`config.mk`:
```
export PLATFORM = sky130hd
export DESIGN_NAME = bit_serial_adder_flat
export DESIGN_NICKNAME = d
export VERILOG_FILES = /design/src/rtl/bit_serial_adder_if.sv /design/src/rtl/bit_serial_adder.sv /design/src/flat_wrapper.sv
export SDC_FILE = /design/constraint.sdc
export NUM_CORES = 1
export LEC_CHECK = 0
export ABC_AREA = 1
export CORE_UTILIZATION = 52
export CTS_CLUSTER_DIAMETER = 100
export DETAILED_ROUTE_END_ITERATION = 7
export PLACE_DENSITY = 0.87
export SETUP_SLACK_MARGIN = 0.02
export SLEW_MARGIN = 30
export SYNTH_ARGS = -nofsm -noshare
export SYNTH_HDL_FRONTEND = slang
export SYNTH_SLANG_ARGS = --single-unit
```
`constraint.sdc`:
```
create_clock -name clk -period 1.4 [get_ports clk]
set_input_delay 0.21 -clock clk [delete_from_list [all_inputs] [get_ports clk]]
set_output_delay 0.21 -clock clk [all_outputs]
set_load 0.005 [all_outputs]
```
`src/rtl/bit_serial_adder_if.sv`:
```
// Operand/result bundle for the bit-serial adder. The controller side drives
// the request (start, sub, a, b). The adder side returns status and result.
interface bit_serial_adder_if #(
    parameter int WIDTH = 8
);
    logic             start;
    logic             sub;
    logic [WIDTH-1:0] a;
    logic [WIDTH-1:0] b;
    logic             busy;
    logic             done;
    logic [WIDTH-1:0] s;
    logic             cOut;
    logic             overflow;

    modport master (
        output start, sub, a, b,
        input  busy, done, s, cOut, overflow
    );

    modport slave (
        input  start, sub, a, b,
        output busy, done, s, cOut, overflow
    );
endinterface

```
`src/rtl/bit_serial_adder.sv`:
```
// LSB-first serial adder/subtractor built on one full-adder cell with a
// registered carry. Operands are captured on start. One bit pair is consumed
// per clock. The result registers only change on the final bit, so s, cOut
// and overflow never show partial sums.
module bit_serial_adder #(
    parameter int WIDTH = 8
) (
    input  logic               clk,
    input  logic               rst,
    bit_serial_adder_if.slave  bus
);
    localparam int CW = (WIDTH > 2) ? $clog2(WIDTH) : 1;
    localparam logic [CW-1:0] LAST    = CW'(WIDTH - 1);
    localparam logic [CW-1:0] PRELAST = CW'(WIDTH - 2);

    typedef enum logic [0:0] {
        IDLE,
        SHIFT
    } stateType;

    stateType         state;
    stateType         nextState;
    logic             loadOps;
    logic             lastBit;

    logic [WIDTH-1:0] opA;
    logic [WIDTH-1:0] opB;
    logic             carry;
    logic             carryMsb;
    logic [CW-1:0]    bitCount;
    logic [WIDTH-1:0] partial;

    logic [WIDTH-1:0] sReg;
    logic             cOutReg;
    logic             overflowReg;
    logic             doneReg;

    logic             sumBit;
    logic             cellCout;

    // Single full-adder cell fed by the low bits of the shifting operands
    always_comb begin
        sumBit   = opA[0] ^ opB[0] ^ carry;
        cellCout = (opA[0] & opB[0]) | (carry & (opA[0] ^ opB[0]));
    end

    // State register
    always_ff @(posedge clk or negedge rst) begin
        if (!rst) begin
            state <= IDLE;
        end else begin
            state <= nextState;
        end
    end

    // Next-state logic: accept start only when idle, finish on the MSB
    always_comb begin
        nextState = state;
        loadOps   = 1'b0;
        lastBit   = 1'b0;
        case (state)
            IDLE: begin
                if (bus.start) begin
                    loadOps   = 1'b1;
                    nextState = SHIFT;
                end
            end
            SHIFT: begin
                if (bitCount == LAST) begin
                    lastBit   = 1'b1;
                    nextState = IDLE;
                end
            end
            default: nextState = IDLE;
        endcase
    end

    // Operand shifting, carry chain and bit counter
    always_ff @(posedge clk or negedge rst) begin
        if (!rst) begin
            opA      <= '0;
            opB      <= '0;
            carry    <= 1'b0;
            carryMsb <= 1'b0;
            bitCount <= '0;
            partial  <= '0;
        end else if (loadOps) begin
            opA      <= bus.a;
            opB      <= bus.sub ? ~bus.b : bus.b;
            carry    <= bus.sub;
            carryMsb <= 1'b0;
            bitCount <= '0;
            partial  <= '0;
        end else if (state == SHIFT) begin
            partial  <= {sumBit, partial[WIDTH-1:1]};
            opA      <= opA >> 1;
            opB      <= opB >> 1;
            carry    <= cellCout;
            if (!lastBit) begin
                bitCount <= bitCount + CW'(1);
            end
            if (bitCount == PRELAST) begin
                carryMsb <= cellCout;
            end
        end
    end

    // Result registers: updated only on the final bit, with a one-cycle done
    always_ff @(posedge clk or negedge rst) begin
        if (!rst) begin
            sReg        <= '0;
            cOutReg     <= 1'b0;
            overflowReg <= 1'b0;
            doneReg     <= 1'b0;
        end else begin
            doneReg <= lastBit;
            if (lastBit) begin
                sReg        <= {sumBit, partial[WIDTH-1:1]};
                cOutReg     <= cellCout;
                overflowReg <= carryMsb ^ cellCout;
            end
        end
    end

    assign bus.busy     = (state == SHIFT);
    assign bus.done     = doneReg;
    assign bus.s        = sReg;
    assign bus.cOut     = cOutReg;
    assign bus.overflow = overflowReg;
endmodule
```
`src/flat_wrapper.sv`:
```
// flat-port wrapper written by rule: the top's interface ports become plain ports
module bit_serial_adder_flat 
#(
    parameter int WIDTH = 8
)
  (clk, rst, bus_start, bus_sub, bus_a, bus_b, bus_busy, bus_done, bus_s, bus_cOut, bus_overflow);
  bit_serial_adder_if #(.WIDTH(WIDTH)) bus_i ();
  input  logic clk;
  input  logic rst;
  input wire logic [$bits(bus_i.start)-1:0] bus_start;
  input wire logic [$bits(bus_i.sub)-1:0] bus_sub;
  input wire logic [$bits(bus_i.a)-1:0] bus_a;
  input wire logic [$bits(bus_i.b)-1:0] bus_b;
  output wire logic [$bits(bus_i.busy)-1:0] bus_busy;
  output wire logic [$bits(bus_i.done)-1:0] bus_done;
  output wire logic [$bits(bus_i.s)-1:0] bus_s;
  output wire logic [$bits(bus_i.cOut)-1:0] bus_cOut;
  output wire logic [$bits(bus_i.overflow)-1:0] bus_overflow;
  assign bus_i.start = bus_start;
  assign bus_i.sub = bus_sub;
  assign bus_i.a = bus_a;
  assign bus_i.b = bus_b;
  assign bus_busy = bus_i.busy;
  assign bus_done = bus_i.done;
  assign bus_s = bus_i.s;
  assign bus_cOut = bus_i.cOut;
  assign bus_overflow = bus_i.overflow;
  bit_serial_adder #(.WIDTH(WIDTH)) u_core (.clk(clk), .rst(rst), .bus(bus_i));
endmodule
```
==> results.cfg, run 1 <==
[synthesis]
ys_seq_area_share_pct = 55.2
synthTopCellsByCount = 97 x nand2_1, 40 x dfrtp_1, 30 x inv_1, 13 x nand3_1, 9 x o21ai_0
syn-mean-instance-area_sq_um = 8.20
synth.most_common_cell = nand2_1
ys_ff_latch = 40
synth_edf_count = 0
synth_area_leaders = dfrtp_1 55%, nand2_1 20%, inv_1 6.2%
netlist_instances = 221
yosysWarnings = 0
syn_area_sq_mm = 0.00181
async_reset_ff_share_pct = 100
netlist-cell-type-count = 18
yosys.area.top_type = dfrtp_1
synth_top_flop_cell = dfrtp_1
synth_top_area_share_pct = 55.2
synth_nets = 245

[place]
io_buffers = 31
gp_congestion = 0.780
placed_area_sq_mm = 0.00224
place_hpwl_um = 2290

[drt]
wire_per_inst_um = 10.4
num_vias = 1470
finalWirelength_um = 3260
antenna_left = 0
drcViolationCount = 0
drt-initial-drc-count = 106
viasPerCell = 4.71
dr.pass1.iters = 4

[grt]
grt.overflow.total = 0
grt_usage_pct = 20.8
use_met1_pct = 25.2
use_met3_pct = 5.67
antenna_found_initial = 0
top_usage_layer = met2
grt_max_degree = 41
gr-usage-met2_pct = 33.5
grt_first_pass_wirelength_um = 5550
grt_pass1_vias = 1319

[die]
core_area_sq_mm = 0.00334
start_util_pct = 54.3
dieHeight_um = 61.0
rows = 21
dieArea_sq_mm = 0.00372
ios = 32
dieWidth_um = 61.0

[run_status]
status = complete, no violations

[setup_path]
r2r-start = u_core.bitCount[0]
crit_fanout = 20
start_kind = flip-flop
crit_start = u_core.bitCount[0]
cp.arrival_ns = 1.53
cp.required_ns = 1.63
critPathKind = reg -> reg
cp-end-kind = flip-flop

[sta]
max_freq_ghz = 0.770
final.setup.tns_ns = 0
slew-limit-headroom_pct = 85.1
setup_violations = 0
slew_viol_final = 0
rsz0062_at_grt = no
worst_pin_slew_ns = 0.222
fin_crit_sh_pct = 92.7
fin_skew_ns = 0.00851
hold_violations = 0
post-route-min-period_ns = 1.30

[final_layout]
multi_input_area_sq_um = 657
seqCellArea_sq_mm = 0.00100
drive_gt1_share_pct = 10.2
final_area_sq_mm = 0.00236
final_nets = 289
syn_to_final_growth_pct = 30.0
antenna_cells = 0
fillers = 280

[power]
p_per_area_mw_per_mm2 = 1790
p_leak_nw = 1.32
irDropWorstVdd_mv = 0.713

[clock_network]
cts.sinks = 40
htreeDepth = 2
cts_tree = yes
clk_latency_ns = 0.33
clockBufferDepth = 2
cts_made_buffers = 5
clkTransAtPathRegs_ns = 0.11
ctsRootBufferMaster = clkbuf_4

[worst_hold_path]
hp-class = in -> async

[flow_run]
max_cap_violations = 0
-- kinds of logic after synthesis --
| kind of cell | count (synthesis) | share of synthesized area, % |
|---|---|---|
| simple gates | 115 | 25.8 |
| buf+inv | 39 | 8.91 |
| compound gates | 23 | 6.84 |
| fa+ha+maj | 4 | 3.18 |
| flops | 40 | 55.2 |
-- final timing paths --
kind / slack [ns] / cells past startpoint / to
worst max-delay path: 0.10 / 7 / u_core.bus.overflow
min in group clk: 0.39 / 3 / u_core.opA[7]
max in group asynchronous: 0.85 / 3 / u_core.opA[0]
worst min register to register: 0.49 / 2 / u_core.bus.cOut
worst max register to register: 0.10 / 7 / u_core.bus.overflow
worst min-delay path: 0.36 / 3 / u_core.bus.s[2]
-- area by class of cell --
class,count,share of cell area (%)
clock buffers,6,1.75
clock inverters,2,1.49
inverters,32,5.10
multi-input cells,142,27.9
flip-flops and latches,40,42.5
well taps,46,2.44
repair buffers,44,18.9
-- flip-flops by register name (all words and copies together), names as in the netlist, 3 cells and up --
signal,count
u_core.bus.s,8
u_core.partial,7
u_core.opA,8
u_core.bitCount,3
u_core.opB,8
-- where the power goes --
part / switching (mW) / internal [mW] / total [mW]
Clock: 0.351 / 0.375 / 0.725
Sequential: 0.218 / 1.59 / 1.81
Combinational: 0.900 / 0.782 / 1.68
Total: 1.47 / 2.75 / 4.22
-- per-layer routing --
layer  wire, um  share of wire, %
met3        119               3.7
met4         65               2.0
met5          0                 0
met1       1470                45
met2       1610                49
-- through the flow --
stage	hold WS [ns]	util, %	setup slack [ns]	power (mW)	instances
6_report	0.356	70.6	0.102	4.22	312
5_1_grt	0.362	70.6	0.00841	4.61	312
4_1_cts	0.350	70.3	0.0200	4.23	312
3_5_place_dp	0.192	67.2	0.0212	3.52	299
3_3_place_gp	0.193	67.2	0.0667	3.41	299
2_1_floorplan	-0.0856	-	0.126	2.80	221
-- cells in the final DEF, fill, tap and decap left out, types with 2 or more instances in the layout --
cell type	n
clkdlybuf4s50_1	18
nand3_1	13
nand2_1	96
clkbuf_4	5
a21oi_1	7
buf_12	4
inv_1	30
nand2_2	2
dfrtp_1	40
o22ai_1	7
o21ai_0	9
ha_2	2
nor2_4	2
buf_4	8
dlygate4sd2_1	11
-- timing repair --
action	in CTS	in global routing
setup buffers	4	0
gates resized for setup	11	4
hold buffers	1	0
setup endpoints to repair	12	14
pin swaps	0	0
endpoints found under the hold margin	40	0
-- worst max-delay path, stage by stage (launching register included) --
cell and delay [ns]:
dfrtp_1 0.41, ha_2 0.21, ha_2 0.19, nand2_2 0.09, buf_12 0.14, inv_1 0.06, nand3_1 0.06, nand2_1 0.05
No activity file was read; power rests on OpenSTA's default activity.
==> run 2: changes to the inputs <==
--- a/config.mk
+++ b/config.mk
@@ -6,11 +6,12 @@
 export NUM_CORES = 1
 export LEC_CHECK = 0
 export ABC_AREA = 1
-export CORE_UTILIZATION = 52
+export CORE_UTILIZATION = 45
 export CTS_CLUSTER_DIAMETER = 100
 export DETAILED_ROUTE_END_ITERATION = 7
-export PLACE_DENSITY = 0.87
+export PLACE_DENSITY = 0.78
 export SETUP_SLACK_MARGIN = 0.02
+export SKIP_LAST_GASP = 1
 export SLEW_MARGIN = 30
 export SYNTH_ARGS = -nofsm -noshare
 export SYNTH_HDL_FRONTEND = slang
==> run 2 against run 1 <==
Net effect:
- final cell count grew 0.96%
- critical path type is now reg -> out
- combinational power increased by 4%
- sequential cell count did not move
- critical endpoint is now bus_s[3]
- highest routed layer unchanged
- setup slack worse by 0.039 ns
- wire length down 5.7%
- hold slack better by 0.095 ns
- largest power group unchanged
- non-clock buffer count rose by 1
- count of clock-buffer cells in the layout unchanged
- sequential power about the same
==> results.cfg, run 2 (synthesis gave the netlist of run 1 again) <==
[run_status]
status = complete, no violations

[drt]
drcViolationCount = 0
num_vias = 1479
finalWirelength_um = 3070
drt-initial-drc-count = 74
wire_per_inst_um = 9.76
antenna_left = 0
dr.pass1.iters = 4
viasPerCell = 4.70

[die]
start_util_pct = 48.0
dieArea_sq_mm = 0.00428
rows = 22
core_area_sq_mm = 0.00377
ios = 32
dieHeight_um = 65.5
dieWidth_um = 65.5

[clock_network]
cts_tree = yes
clkTransAtPathRegs_ns = 0.08
cts.sinks = 40
cts_made_buffers = 5
htreeDepth = 2
clk_latency_ns = 0.29
clockBufferDepth = 2
ctsRootBufferMaster = clkbuf_8

[sta]
hold_violations = 0
rsz0062_at_grt = yes
setup_violations = 0
fin_ws_ns = 0.0625
final.setup.tns_ns = 0
fin_crit_sh_pct = 95.5
slew-limit-headroom_pct = 67.7
fin_skew_ns = 0.00995
worst_pin_slew_ns = 0.484
post-route-min-period_ns = 1.34
worst_hold_slack_ns = 0.451
slew_viol_final = 0
max_freq_ghz = 0.748

[setup_path]
slowest_stage = clkdlybuf4s50_1
start_kind = flip-flop
critPathKind = reg -> out
r2r-start = u_core.bitCount[0]
crit_buf_inv = 1
r2r-end = u_core.bus.overflow
reg2reg_depth = 7
rrSetupSlack_ns = 0.09
crit_chain = clkdlybuf4s50_1
max_stage_delay_ns = 0.49
cp.required_ns = 1.19
crit_family = buffers and inverters
cp-end-kind = output pin
cp.arrival_ns = 1.13
crit_fanout = 2

[power]
irDropWorstVdd_mv = 0.700
p_total_mw = 4.47
p_per_area_mw_per_mm2 = 1850
p_leak_nw = 1.36

[grt]
grt_usage_pct = 16.7
grt_max_degree = 41
grt_pass1_vias = 1278
grt_first_pass_wirelength_um = 5450
grt.overflow.total = 0
antenna_found_initial = 0

[worst_hold_path]
min_from = bus_a[7]
hold_depth = 3
hp-class = in -> reg
hold_end = u_core.opA[7]

[place]
gp_congestion = 0.770
place_inst = 302
io_buffers = 31
placed_area_sq_mm = 0.00225
preCtsSetupSlack_ns = 0.0684
place_hpwl_um = 2210

[final_layout]
layout_common_cells = 96 x nand2_1, 39 x dfrtp_1, 30 x inv_1
utilization_pct = 64.1
seqCellArea_sq_mm = 0.00100
fin_cells = 315
fillers = 334
antenna_cells = 0
multi_input_area_sq_um = 652
final_area_sq_mm = 0.00242
drive_gt1_share_pct = 10.1
syn_to_final_growth_pct = 33.4
final_common_cell = nand2_1
final_nets = 290

[flow_run]
max_cap_violations = 0
run 2: cell type report:
cell class	count	area share [%]
sequential	40	41.5
multi-input combinational	142	27.0
timing repair buffer	45	19.7
inverter	32	4.97
clock buffer	6	3.00
tap	48	2.48
clock inverter	2	1.45
run 2: how the worst max path moves through the flow:
stage | startpoint | to | slack (ns) | cells past startpoint
after CTS | u_core.bus.cOut | bus_cOut | 0.04 | 1
after detailed placement | bus_start | u_core.opB[4] | 0.07 | 6
final | u_core.bus.s[3] | bus_s[3] | 0.06 | 1
after global placement | bus_start | u_core.opB[4] | 0.08 | 6
after global routing | u_core.bitCount[0] | u_core.bus.overflow | 0.008 | 7
after floorplan | u_core.bitCount[0] | u_core.bus.overflow | 0.13 | 7
run 2: timing repair:
item,4_1_cts,5_1_grt
hold buffers,1,0
resized for setup,1,6
endpoints found under the setup margin,1,10
endpoints found under the hold margin,40,0
buffers inserted,1,3
cloned,0,0
run 2: metal layers:
metal | global-route usage (%) | vias to the layer above | part of all wire, %
met5 | 0 | - | 0
met4 | 7.34 | 0 | 1.7
met3 | 4.69 | 6 | 4.3
met2 | 26.4 | 34 | 46
met1 | 21.4 | 669 | 48
li1 | - | 770 | -
run 2: report_power, final:
part / total [mW] / leakage [nW] / internal (mW) / switching [mW]
clock network: 0.913 / 0.0552 / 0.529 / 0.384
logic: 1.74 / 0.776 / 0.876 / 0.866
registers: 1.82 / 0.525 / 1.60 / 0.216
total: 4.47 / 1.36 / 3.00 / 1.47
run 2: worst register-to-register path: stages, from the launching register on:
cell and delay [ns]:
dfrtp_1 0.40, ha_1 0.20, ha_1 0.20, nand2_2 0.09
buf_12 0.14, inv_1 0.06, nand3_1 0.06, nand2_1 0.05
==> patch: new RTL, config.mk and constraints of run 1 <==
`WIDTH` is set to 8 in 3 places; all go to 16.
--- a/src/rtl/bit_serial_adder_if.sv
+++ b/src/rtl/bit_serial_adder_if.sv
@@ -2,5 +2,5 @@
 // the request (start, sub, a, b). The adder side returns status and result.
 interface bit_serial_adder_if #(
-    parameter int WIDTH = 8
+    parameter int WIDTH = 16
 );
     logic             start;
--- a/src/rtl/bit_serial_adder.sv
+++ b/src/rtl/bit_serial_adder.sv
@@ -4,5 +4,5 @@
 // and overflow never show partial sums.
 module bit_serial_adder #(
-    parameter int WIDTH = 8
+    parameter int WIDTH = 16
 ) (
     input  logic               clk,
--- a/src/flat_wrapper.sv
+++ b/src/flat_wrapper.sv
@@ -2,5 +2,5 @@
 module bit_serial_adder_flat 
 #(
-    parameter int WIDTH = 8
+    parameter int WIDTH = 16
 )
   (clk, rst, bus_start, bus_sub, bus_a, bus_b, bus_busy, bus_done, bus_s, bus_cOut, bus_overflow);
Ports: changed (resized bus_a, bus_b and bus_s); port bits go from 32 to 56. The function was not compared with the original's and may differ.
==> patch against run 1 <==
- largest power group unchanged
- total power is 94% higher
- worst setup slack lost 38 ps
- synthesized area is 81% higher
- combinational power rose by 100%
- register-to-register slack worse by 30 ps
- non-clock buffer count grew 44
- sequential cell count grew 33
- count of clock-buffer cells in the layout rose by 6
- routed wire length grew 93%
- design area rose by 85%
- via count grew 74%
- maximum frequency down 2.9%
==> patch: results (changes against run 1) <==
* Clock-pin slew on the worst setup and hold paths at 70 ps (-40 ps)
* Register area share after synthesis at 0.556 (+0.00328)
* Count of input and output buffers at 55 (+77%)
* Fraction of registers with async set or reset after synthesis at 1.00 (unchanged)
* Delay-heaviest family, CP: flip-flops
* Final Skew at 6.71 ps (-1.80 ps)
* GP Congestion at 0.798 (+2.4%)
* Peak supply drop at 1020 uV (+43%)
* Post-CTS Hold Fix Bufs at 1 (unchanged)
* Root Driver: clkbuf_8
* Vias at 2561 (+74%)
* Worst hold path type: in2reg
* N_diodes at 0 (unchanged)
* Top cells by count, synth: nand2_1 (102), dfrtp_1 (73), inv_1 (20)
* Slew @ Worst Pin at 384 ps (+162 ps)
* Dpl cells at 467 (+56%)
* Post-Syn Nets at 371 (+51%)
* Status: complete, no violations
* Fin nets at 454 (+57%)
* Top cells by area, synth: dfrtp_1 (56%), nand2_1 (12%), xnor2_1 (4.5%), o21ai_2 (4.3%), a21boi_0 (3.2%)
* Critical path peak fanout at 2 (-90%)
* WL/cell at 12.7 um (+22%)
* Filler cell count at 445 (+59%)
* WP data arrival at 1130 ps (-400 ps)
* Place WS at -50.8 ps (-72.0 ps)
* LEAKAGE at 2.13 nW (+61%)
* Synth Instances at 332 (+50%)
* Vias in the first global route at 2477 (+88%)
* Post-CTS sizing at 23 (+12)
* Clock Path Buffers at 2 (unchanged)
* Share of cells above drive strength 1 at 0.206 (+0.104)
* Initial DRC count at 84 (-21%)
* Via density at 5.19 (+10%)
* Post-CTS Setup Bufs at 9 (+5)
* First-pass GRT wire length at 10.4 mm (+88%)
* Post-DP HPWL at 4.09 mm (+79%)
* Setup crit start kind: flip-flop
* Yosys cell types at 29 (+11)
* H-tree depth at 3 (+1)
* Gr usage total at 0.208 (-0.000557)
* Slowest stage cell, crit path: dfrtp_2
* Pin count of the biggest net entering global routing at 74 (+80%)
* CTS Buf Count at 9 (+4)
[patch: report_power, final]
part	total, W	switching, W	internal [W]
sequential	0.00338	0.000430	0.00295
combinational	0.00338	0.00170	0.00167
clock	0.00144	0.000719	0.000721
total	0.00819	0.00285	0.00534
[patch: final timing paths]
kind | from | endpoint | slack (ps) | cells after the start
max | u_core.bus.busy | bus_busy | 60 | 2
min | bus_a[15] | u_core.opA[15] | 400 | 3
max reg2reg | u_core.carry | u_core.carryMsb | 70 | 5
min reg2reg | u_core.bus.s[7] | u_core.bus.s[7] | 480 | 2
max in group asynchronous | rst | u_core.bus.s[7] | 650 | 3
min in group asynchronous | rst | u_core.bus.s[9] | 430 | 3
[patch: cells by family after synthesis]
logic type / after synthesis / share of synthesized area
and+or+nand+nor: 133 / 0.178
xor gates and xnor gates: 17 / 0.0453
adders and majority gates: 3 / 0.0137
DFF: 73 / 0.556
buffers and inverters: 41 / 0.0719
AOI/OAI and AO/OA: 65 / 0.136
[patch: area by class of cell]
type,instances,area (um2),area share
flip-flops and latches,73,1830,0.419
multi-input cells,218,1270,0.292
repair buffers,88,898,0.206
clock buffers,12,155,0.0355
inverters,25,103,0.0235
well taps,75,93.8,0.0215
clock inverters,2,15.0,0.00344
[patch: metal layers]
layer | global-route usage | up-vias | part of all wire
met2 | 0.352 | 92 | 0.50
li1 | - | 1239 | -
met3 | 0.0400 | 14 | 0.046
met1 | 0.256 | 1216 | 0.44
met4 | 0.0964 | 0 | 0.021
met5 | 0 | - | 0
[patch: stage by stage]
stage                     utilization  power [W]  hold WS [ps]  cell area, um2
after floorplan                     -    0.00529         -85.6            3290
after global placement          0.670    0.00637           261            4040
after detailed placement        0.670    0.00653           269            4040
after CTS                       0.707    0.00797           392            4260
after global routing            0.725    0.00881           428            4370
final                           0.725    0.00819           400            4370
